[config.mk]
export PLATFORM = sky130hd
export DESIGN_NAME = sound_arbiter
export DESIGN_NICKNAME = d
export VERILOG_FILES = /design/src/rtl/sound_arbiter_pkg.sv /design/src/rtl/sound_arbiter_note_timer.sv /design/src/rtl/sound_arbiter.sv
export SDC_FILE = /design/constraint.sdc
export NUM_CORES = 1
export LEC_CHECK = 0
export CAP_MARGIN = 20
export CELL_PAD_IN_SITES_DETAIL_PLACEMENT = 1
export CELL_PAD_IN_SITES_GLOBAL_PLACEMENT = 2
export CORE_ASPECT_RATIO = 1.2
export CORE_MARGIN = 1.5
export CORE_UTILIZATION = 35
export DETAILED_ROUTE_END_ITERATION = 8
export DONT_BUFFER_PORTS = 1
export PLACE_DENSITY = 0.77
export SETUP_SLACK_MARGIN = 0.4
export SYNTH_ARGS = -nofsm -noshare
export SYNTH_HDL_FRONTEND = slang
export SYNTH_SLANG_ARGS = --single-unit
[constraint.sdc]
create_clock -name clock -period 4.2 [get_ports clock]
set_input_delay 0.63 -clock clock [delete_from_list [all_inputs] [get_ports clock]]
set_output_delay 0.63 -clock clock [all_outputs]
set_load 0.01 [all_outputs]
[src/rtl/sound_arbiter_pkg.sv]
// Shared types and constants for the sound arbiter: FSM states, timer width
// and the clocks-per-duration-unit helper.
package sound_pkg;

  typedef enum logic [1:0] {
    IDLE = 2'd0,
    LOAD = 2'd1,
    PLAY = 2'd2
  } state_t;

  localparam int DUR_W   = 5;
  localparam int TIMER_W = 32;

  function automatic logic [TIMER_W-1:0] ticks_per_unit(input int clk_hz, input int dur_div);
    return TIMER_W'(clk_hz / dur_div);
  endfunction

endpackage

[src/rtl/sound_arbiter_note_timer.sv]
// Loadable down-counter that times one note; expired is high on the last
// cycle of the note (a zero load expires immediately).
module note_timer
  import sound_pkg::*;
(
  input  logic               clock,
  input  logic               reset,
  input  logic               load,
  input  logic [TIMER_W-1:0] value,
  output logic               expired
);

  logic [TIMER_W-1:0] count;

  always_ff @(posedge clock) begin
    if (!reset) begin
      count <= '0;
    end else if (load) begin
      count <= value;
    end else if (count != '0) begin
      count <= count - TIMER_W'(1);
    end
  end

  assign expired = (count <= TIMER_W'(1));

endmodule

[src/rtl/sound_arbiter.sv]
// Fixed-priority owner of the note ROM and tone generator: picks a pending
// requester, walks its note sheet and times each note.
module sound_arbiter
  import sound_pkg::*;
#(
  parameter int NUM_REQ  = 4,
  parameter int CLK_HZ   = 130_000_000,
  parameter int DUR_DIV  = 16,
  parameter int PERIOD_W = 20,
  parameter int IDX_W    = 10
) (
  input  logic                       clock,
  input  logic                       reset,
  input  logic [NUM_REQ-1:0]         req,
  input  logic [NUM_REQ-1:0]         cancel,
  output logic [$clog2(NUM_REQ)-1:0] sheet_sel,
  output logic [IDX_W-1:0]           sheet_number,
  input  logic [PERIOD_W-1:0]        sheet_period,
  input  logic [DUR_W-1:0]           sheet_duration,
  input  logic                       sheet_done,
  output logic [PERIOD_W-1:0]        tone_period,
  output logic                       tone_en,
  output logic [NUM_REQ-1:0]         grant,
  output logic                       busy,
  output logic [NUM_REQ-1:0]         done_pulse,
  output state_t                     fsm_state
);

  localparam int                 SEL_W = $clog2(NUM_REQ);
  localparam logic [TIMER_W-1:0] TICKS = ticks_per_unit(CLK_HZ, DUR_DIV);

  state_t               state, state_next;
  logic [SEL_W-1:0]     sel_next;
  logic [IDX_W-1:0]     number_next;
  logic [PERIOD_W-1:0]  period_next;
  logic [NUM_REQ-1:0]   pend, pend_next;
  logic [NUM_REQ-1:0]   done_next;
  logic [NUM_REQ-1:0]   req_eff, arb_vec, low_mask;
  logic [SEL_W-1:0]     arb_idx;
  logic                 arb_any, lower_pend, owner_cancel;
  logic                 timer_load, timer_expired;
  logic [TIMER_W-1:0]   timer_value;

  note_timer u_note_timer (
    .clock   (clock),
    .reset   (reset),
    .load    (timer_load),
    .value   (timer_value),
    .expired (timer_expired)
  );

  assign timer_value = TIMER_W'(sheet_duration) * TICKS;

  always_comb begin
    state_next   = state;
    sel_next     = sheet_sel;
    number_next  = sheet_number;
    period_next  = tone_period;
    done_next    = '0;
    timer_load   = 1'b0;
    arb_any      = 1'b0;
    arb_idx      = '0;
    low_mask     = '0;
    owner_cancel = cancel[sheet_sel] && (state != IDLE);

    // A repeat request from the owner while it plays must not restart it.
    req_eff = req;
    if (state != IDLE) req_eff[sheet_sel] = 1'b0;
    pend_next = (pend | req_eff) & ~cancel;

    // Lowest set index wins; a same-cycle cancel withdraws the request.
    arb_vec = pend & ~cancel;
    for (int i = NUM_REQ - 1; i >= 0; i--) begin
      if (arb_vec[i]) begin
        arb_any = 1'b1;
        arb_idx = SEL_W'(i);
      end
    end
    for (int i = 0; i < NUM_REQ; i++) low_mask[i] = (i < int'(sheet_sel));
    lower_pend = |(arb_vec & low_mask);

    case (state)
      IDLE: begin
        if (arb_any) begin
          state_next         = LOAD;
          sel_next           = arb_idx;
          number_next        = '0;
          pend_next[arb_idx] = 1'b0;
        end
      end
      LOAD: begin
        if (owner_cancel) begin
          state_next = IDLE;
        end else if (sheet_done) begin
          state_next           = IDLE;
          done_next[sheet_sel] = 1'b1;
        end else begin
          period_next = sheet_period;
          timer_load  = 1'b1;
          state_next  = PLAY;
        end
      end
      PLAY: begin
        if (owner_cancel) begin
          state_next = IDLE;
        end else if (timer_expired) begin
          state_next = LOAD;
          if (lower_pend) begin
            sel_next           = arb_idx;
            number_next        = '0;
            pend_next[arb_idx] = 1'b0;
          end else begin
            number_next = sheet_number + IDX_W'(1);
          end
        end
      end
      default: state_next = IDLE;
    endcase
  end

  always_ff @(posedge clock) begin
    if (!reset) begin
      state        <= IDLE;
      sheet_sel    <= '0;
      sheet_number <= '0;
      tone_period  <= '0;
      pend         <= '0;
      done_pulse   <= '0;
    end else begin
      state        <= state_next;
      sheet_sel    <= sel_next;
      sheet_number <= number_next;
      tone_period  <= period_next;
      pend         <= pend_next;
      done_pulse   <= done_next;
    end
  end

  assign busy      = (state != IDLE);
  assign tone_en   = (state == PLAY) && (tone_period != '0);
  assign grant     = busy ? (NUM_REQ'(1) << sheet_sel) : '0;
  assign fsm_state = state;

endmodule

==> Word level (Yosys, flattened, before mapping) <==
Index checks and enable logic that the tools add are counted.
{ "totals": {"register_bits": 74} }
{ "classes": {"addsub": 2, "n_mul": 1, "n_lt_le_gt_ge": 8, "n_eq_ne": 7, "shifts": 1, "mux": 42, "bitwise_logic": 13, "n_reduce_logical": 17} }
{ "op_table": {"columns": ["op", "n"], "rows": [
  ["28-bit 2-to-1 mux", 2],
  ["10-bit 2-to-1 mux", 4],
  ["32-bit by 1-bit less-or-equal comparator with 1-bit output (second input constant)", 1],
  ["32-bit nonzero test", 1],
  ["32-bit by 1-bit subtractor with 32-bit output (second input constant)", 1],
  ["2-bit 2-to-1 mux", 13],
  ["5-bit by 20-bit multiplier with 25-bit output (second input constant)", 1],
  ["4-bit 2-to-1 mux", 6],
  ["10-bit one-hot mux with 2 select lines", 1],
  ["20-bit nonzero test", 1],
  ["4-bit AND", 4],
  ["4-bit inverter", 3],
  ["10-bit by 1-bit adder with 10-bit output (second input constant)", 1],
  ["1-bit 2-to-1 mux", 10],
  ["2-bit != test (second input constant)", 4],
  ["4-bit one-hot mux with 2 select lines", 1],
  ["4-bit OR reduction", 2],
  ["2-bit by 3-bit < comparator with 1-bit output (second input constant)", 2],
  ["2-bit one-hot mux with 3 select lines", 1],
  ["2-bit nonzero test", 3],
  ["5-bit AND reduction", 1],
  ["4-bit by 3-bit AND with 4-bit output", 1],
  ["1-bit demux with 2-bit select", 2],
  ["2-bit by 1-bit greater-or-equal comparator with 1-bit output (second input constant)", 2],
  ["other kinds (16)", 23]
]} }

==> Logic depth before layout (Yosys ltp) <==
{ "logic_depth": {"ltp_word": 16, "depth_mapped": 14, "depth_no_buf": 14} }

==> Hierarchy <==
From an unflattened synthesis, not the netlist that was laid out.
{ "unflattened": {"hier_cells": 650, "hier_area_um2": 5302.6} }
{ "modules_own_cells": {"columns": ["mod", "instances", "cells_per_inst", "area_each_um2", "seq_area_each_um2"], "rows": [
  ["sound_arbiter", 1, 408, 3364.5, 840.8],
  ["note_timer", 1, 242, 1938.1, 640.6]
]} }

==> Least setup slack after synthesis <==
No wires, ideal clock.
{ "synth_timing": {"path_kind": "input to register", "from": "input sheet_duration[2]", "to": "register u_note_timer.count[24]", "setup_time_ns": 0.122, "arrival_time_ns": 4.260, "t_required_ns": 4.078, "path_slack_ns": -0.182, "stages": 11, "n_path_buf": 0, "path_cell_list": "fa_1 fa_1 inv_1 fa_1 ha_1 nor2b_1 and3_1 a311o_1 a2111oi_0 mux2i_1 a311o_1"} }
{ "synth_between": {"elab_chain_cells": 2} }
{ "synth_lines": {"columns": ["element", "line", "text"], "rows": [
  ["start, declared", "sound_arbiter.sv:19", "input logic [DUR_W-1:0] sheet_duration,"],
  ["5-bit by 20-bit multiplier with 25-bit output", "sound_arbiter.sv:52", "assign timer_value = TIMER_W'(sheet_duration) * TICKS;"],
  ["28-bit 2-to-1 mux", "sound_arbiter_note_timer.sv:18", "end else if (load) begin"],
  ["end signal, assigned", "sound_arbiter_note_timer.sv:19", "count <= value;"],
  ["end signal, assigned", "sound_arbiter_note_timer.sv:21", "count <= count - TIMER_W'(1);"],
  ["end, declared", "sound_arbiter_note_timer.sv:13", "logic [TIMER_W-1:0] count;"]
]} }
No other way between the ends.
A chain may end at the register's enable or synchronous reset.

==> Worst setup path after layout <==
Ends and elaborated chain as after synthesis.

==> results.md <==
- Outcome: finished clean
- Compound-Gate Fraction of Synth Area: 0.1648
- Peak supply drop: 0.2855 mV
- Reg-to-Reg End: u_note_timer.count[30]$_SDFFE_PP0P_
- Htree depth: 3
- Initial Util: 0.3619
- Final setup TNS: 0 ps
- # setup viols final: 0
- Post-synth EDFFs: 0
- Final global-route overflow total: 0
- Die area: 15,780 sq um
- Clock slew at reported path FFs: 60 ps
- Post-synthesis mux area share: 0.01594
- Worst reg-to-reg setup slack: 1140 ps
- Sequential area share after synthesis: 0.2816
- Global Route met3 Usage: 0.02992
- Clock buffer depth: 2
- RSZ-0062 raised after global routing: yes
- Vias in the first global route: 4,800
- HPWL Detailed: 11,630 um
- Layout Skew: 9.128 ps
- CTS tree: built
- Commonest non-fill, non-tap cell in the layout: dfxtp_1
- Layout cell share with drive strength beyond 1: 0.1108
- Leakage Power: between 0.002 and 0.0025 uW
- Area Overhead vs Synth: 13.96%
- Yosys top cell area share: 0.2816
- Req. time, crit path: approximately 4400 ps
- Final Power: 4130 uW
- Most common cell on crit path: fa_2
- Hold worst-path end: pend[3]$_SDFF_PN0_
- Port bufs: 0
- Slowest stage delay, CP: 590 ps
- Initial drt markers: 184
- Crit-path slowest cell: fa_2
- Per-cell routed wire length: 17.68 um
- Final-report max-slew violation count: 0
- Final #Nets: 727
- Simple-Gate Fraction of Synth Area: 0.2538
- Final Hold Violating Endpoints: 0
- Ant diodes: 0
- Drt total wl: 14,870 um
- 1st-pass router iterations: 4
- Util after Layout: 0.4124
- Final min period: 3758 ps
- Largest net degree at the start of global routing: 38
- Gr busiest metal: met2
- Core Rows: 48
- Commonest cells after routing, fill and taps aside: dfxtp_1 (74), nand2_1 (67), a21oi_1 (51)
- Adder-cell share of the synthesized area: 0.1565
- Setup ws final: about 440 ps
- Post-synth top area cell: dfxtp_1
- Largest family of logic cells by synthesized area: simple AND/OR/NAND/NOR gates
- Vias: 4,525
- Tot GR Track Use: 0.1924
- Post-synthesis async set-or-reset flop share: 0
- Root Buffer: clkbuf_16
- Worst Max-Slew Pin Slew: 894.7 ps
- Hold Path Cell Cnt: 1
- GR met1 Demand/Resource: 0.2250
- Dpl ws: -14.79 ps
- Synth cell types: 62
- Critical Path, Cell by Cell: fa_2 > fa_2 > buf_6 > fa_2 > ha_4 > a21oi_4 > o211ai_1 > a311o_1 > a2111oi_4 > mux2i_1 > a311o_1
- Synth warn: 0
- Worst hold path startpoint: cancel[3]
- Initial antenna violation count: 0
- Worst skew pair latency: between 300 and 400 ps
- Yosys reg bits: between 70 and 80
- CP Launch Type: input pin
- Hold_buf cts: 0
- Fin crit share: 0.8947
- DR vias/cell: between 5 and 6
- DRC viols: 0
- Hold crit path type: input pin to flop
- Die height: 137.3 um
- Max Cap Viol: 0
- Core Region: roughly 15,000 sq um
- Worst R2R Start: u_note_timer.count[8]$_SDFFE_PN0P_
- R2R cell count: 6
- Final GP Congestion: 0.8341
- Num ports: 80
- CP Capture Type: flop
- XOR/XNOR Fraction of Synth Area: 0.07493
- Pwr Density: 689.0 nW/um^2
- Max Clk Rate: 266.1 MHz
- Setup CP Type: input pin to flop
- Post-synth net total: 727
- Avg Cell Area, Syn: 8.271 sq um
- Synthesized cell area: 5260 sq um
- Arr. time, crit path: 3980 ps
- Num CTS Buffers: 9
- Slew headroom: 0.3981
- Met2 usage: 0.3621
- Ys flop type: dfxtp_1
- Clk sinks: 74
- Crit Path Max Fanout: 8
- Post-route ant nets: 0
- Cells after Synth: 636
- First-pass GRT wire length: 23,970 um
- Synth area leaders: dfxtp_1 (28%), ha_1 (8.8%), fa_1 (6.9%)
- Width of the die: 114.9 um
[where the power goes]
| part | internal [uW] | switching [uW] |
|---|---|---|
| Sequential | 835 | 142 |
| Combinational | 1010 | 1290 |
| Clock | 543 | 313 |
| Total | 2380 | 1750 |
[final cells by class]
| type | instances | area [sq um] |
|---|---|---|
| fillers | 1779 | 8539 |
| multi-input cells | 494 | 3651 |
| flip-flops and latches | 74 | 1481 |
| well taps | 200 | 250.2 |
| clock buffers | 10 | 239.0 |
| inverters | 41 | 153.9 |
| repair buffers | 16 | 123.9 |
| clock inverters | 6 | 95.09 |
[per-layer routing]
layer,part of all wire,routed length (um),vias to the layer above
li1,-,-,2257
met1,0.42,6311,2212
met2,0.54,8023,49
met3,0.026,392,7
met4,0.0093,138,0
met5,0,0,-
[metrics by stage]
stage | std cells | cell area (sq um) | hold slack [ps]
2_1_floorplan | 636 | 5335 | 434.7
3_3_place_gp | 818 | 5529 | 454.7
3_5_place_dp | 818 | 5529 | 468.4
4_1_cts | 836 | 5881 | 351.3
5_1_grt | 841 | 5995 | 351.0
6_report | 841 | 5995 | 365.7
[logic make-up after synthesis]
| logic type | Yosys count |
|---|---|
| flops | 74 |
| fa+ha+maj | 55 |
| buf+inv | 68 |
| xor+xnor | 45 |
| simple gates | 250 |
| mux | 7 |
| compound gates | 137 |
[worst max-delay path, delay by kind of cell]
| kind | cells | cell delay, ps |
|---|---|---|
| buffers and inverters | 1 | 140 |
| AOI/OAI and AO/OA | 5 | 1190 |
| muxes | 1 | 120 |
| adders and majority gates | 4 | 1880 |
[repair_timing]
item                                    4_1_cts  5_1_grt
setup buffers                                 2        5
endpoints found under the setup margin        2        7
pin swaps                                     2       19
gates resized for setup                       1       14
[worst max-delay path by stage]
stage,from,cells past startpoint,slack (ps),endpoint
finish,sheet_duration[2],11,440,u_note_timer.count[24]$_SDFFE_PN0P_
global route,sheet_duration[2],11,320,u_note_timer.count[24]$_SDFFE_PN0P_
CTS,sheet_duration[4],11,400,u_note_timer.count[24]$_SDFFE_PN0P_
detailed placement,sheet_duration[4],11,-10,u_note_timer.count[27]$_SDFFE_PN0P_
global placement,sheet_duration[4],11,80,u_note_timer.count[24]$_SDFFE_PN0P_
floorplan,sheet_duration[4],11,150,u_note_timer.count[24]$_SDFFE_PN0P_
[cell usage after synthesis, types with 4 or more instances]
library cell and count:
dfxtp_1 74, nand2_1 67, a21oi_1 52, nor2_1 46, inv_1 41, ha_1 37
xnor2_1 28, o21ai_0 22, nor3_1 21, clkbuf_1 20, fa_1 18, xor2_1 17
nand2b_1 15, nand3_1 15, nor4_1 15, or3_1 11, a21o_1 9, a211oi_1 8
nand4_1 8, and2_1 7, and3_1 7, o22ai_1 7, or4_1 6, a2bb2oi_1 5
mux2i_1 5, nand3b_1 5, or4_4 5, nor2b_1 4
[flip-flops by register name, indices dropped and copies added (netlist names)]
name / count
u_note_timer.count: 32
tone_period: 20
sheet_number: 10
done_pulse: 4
pend: 4
fsm_state: 2
sheet_sel: 2
Power figures use the tool's default switching activity.
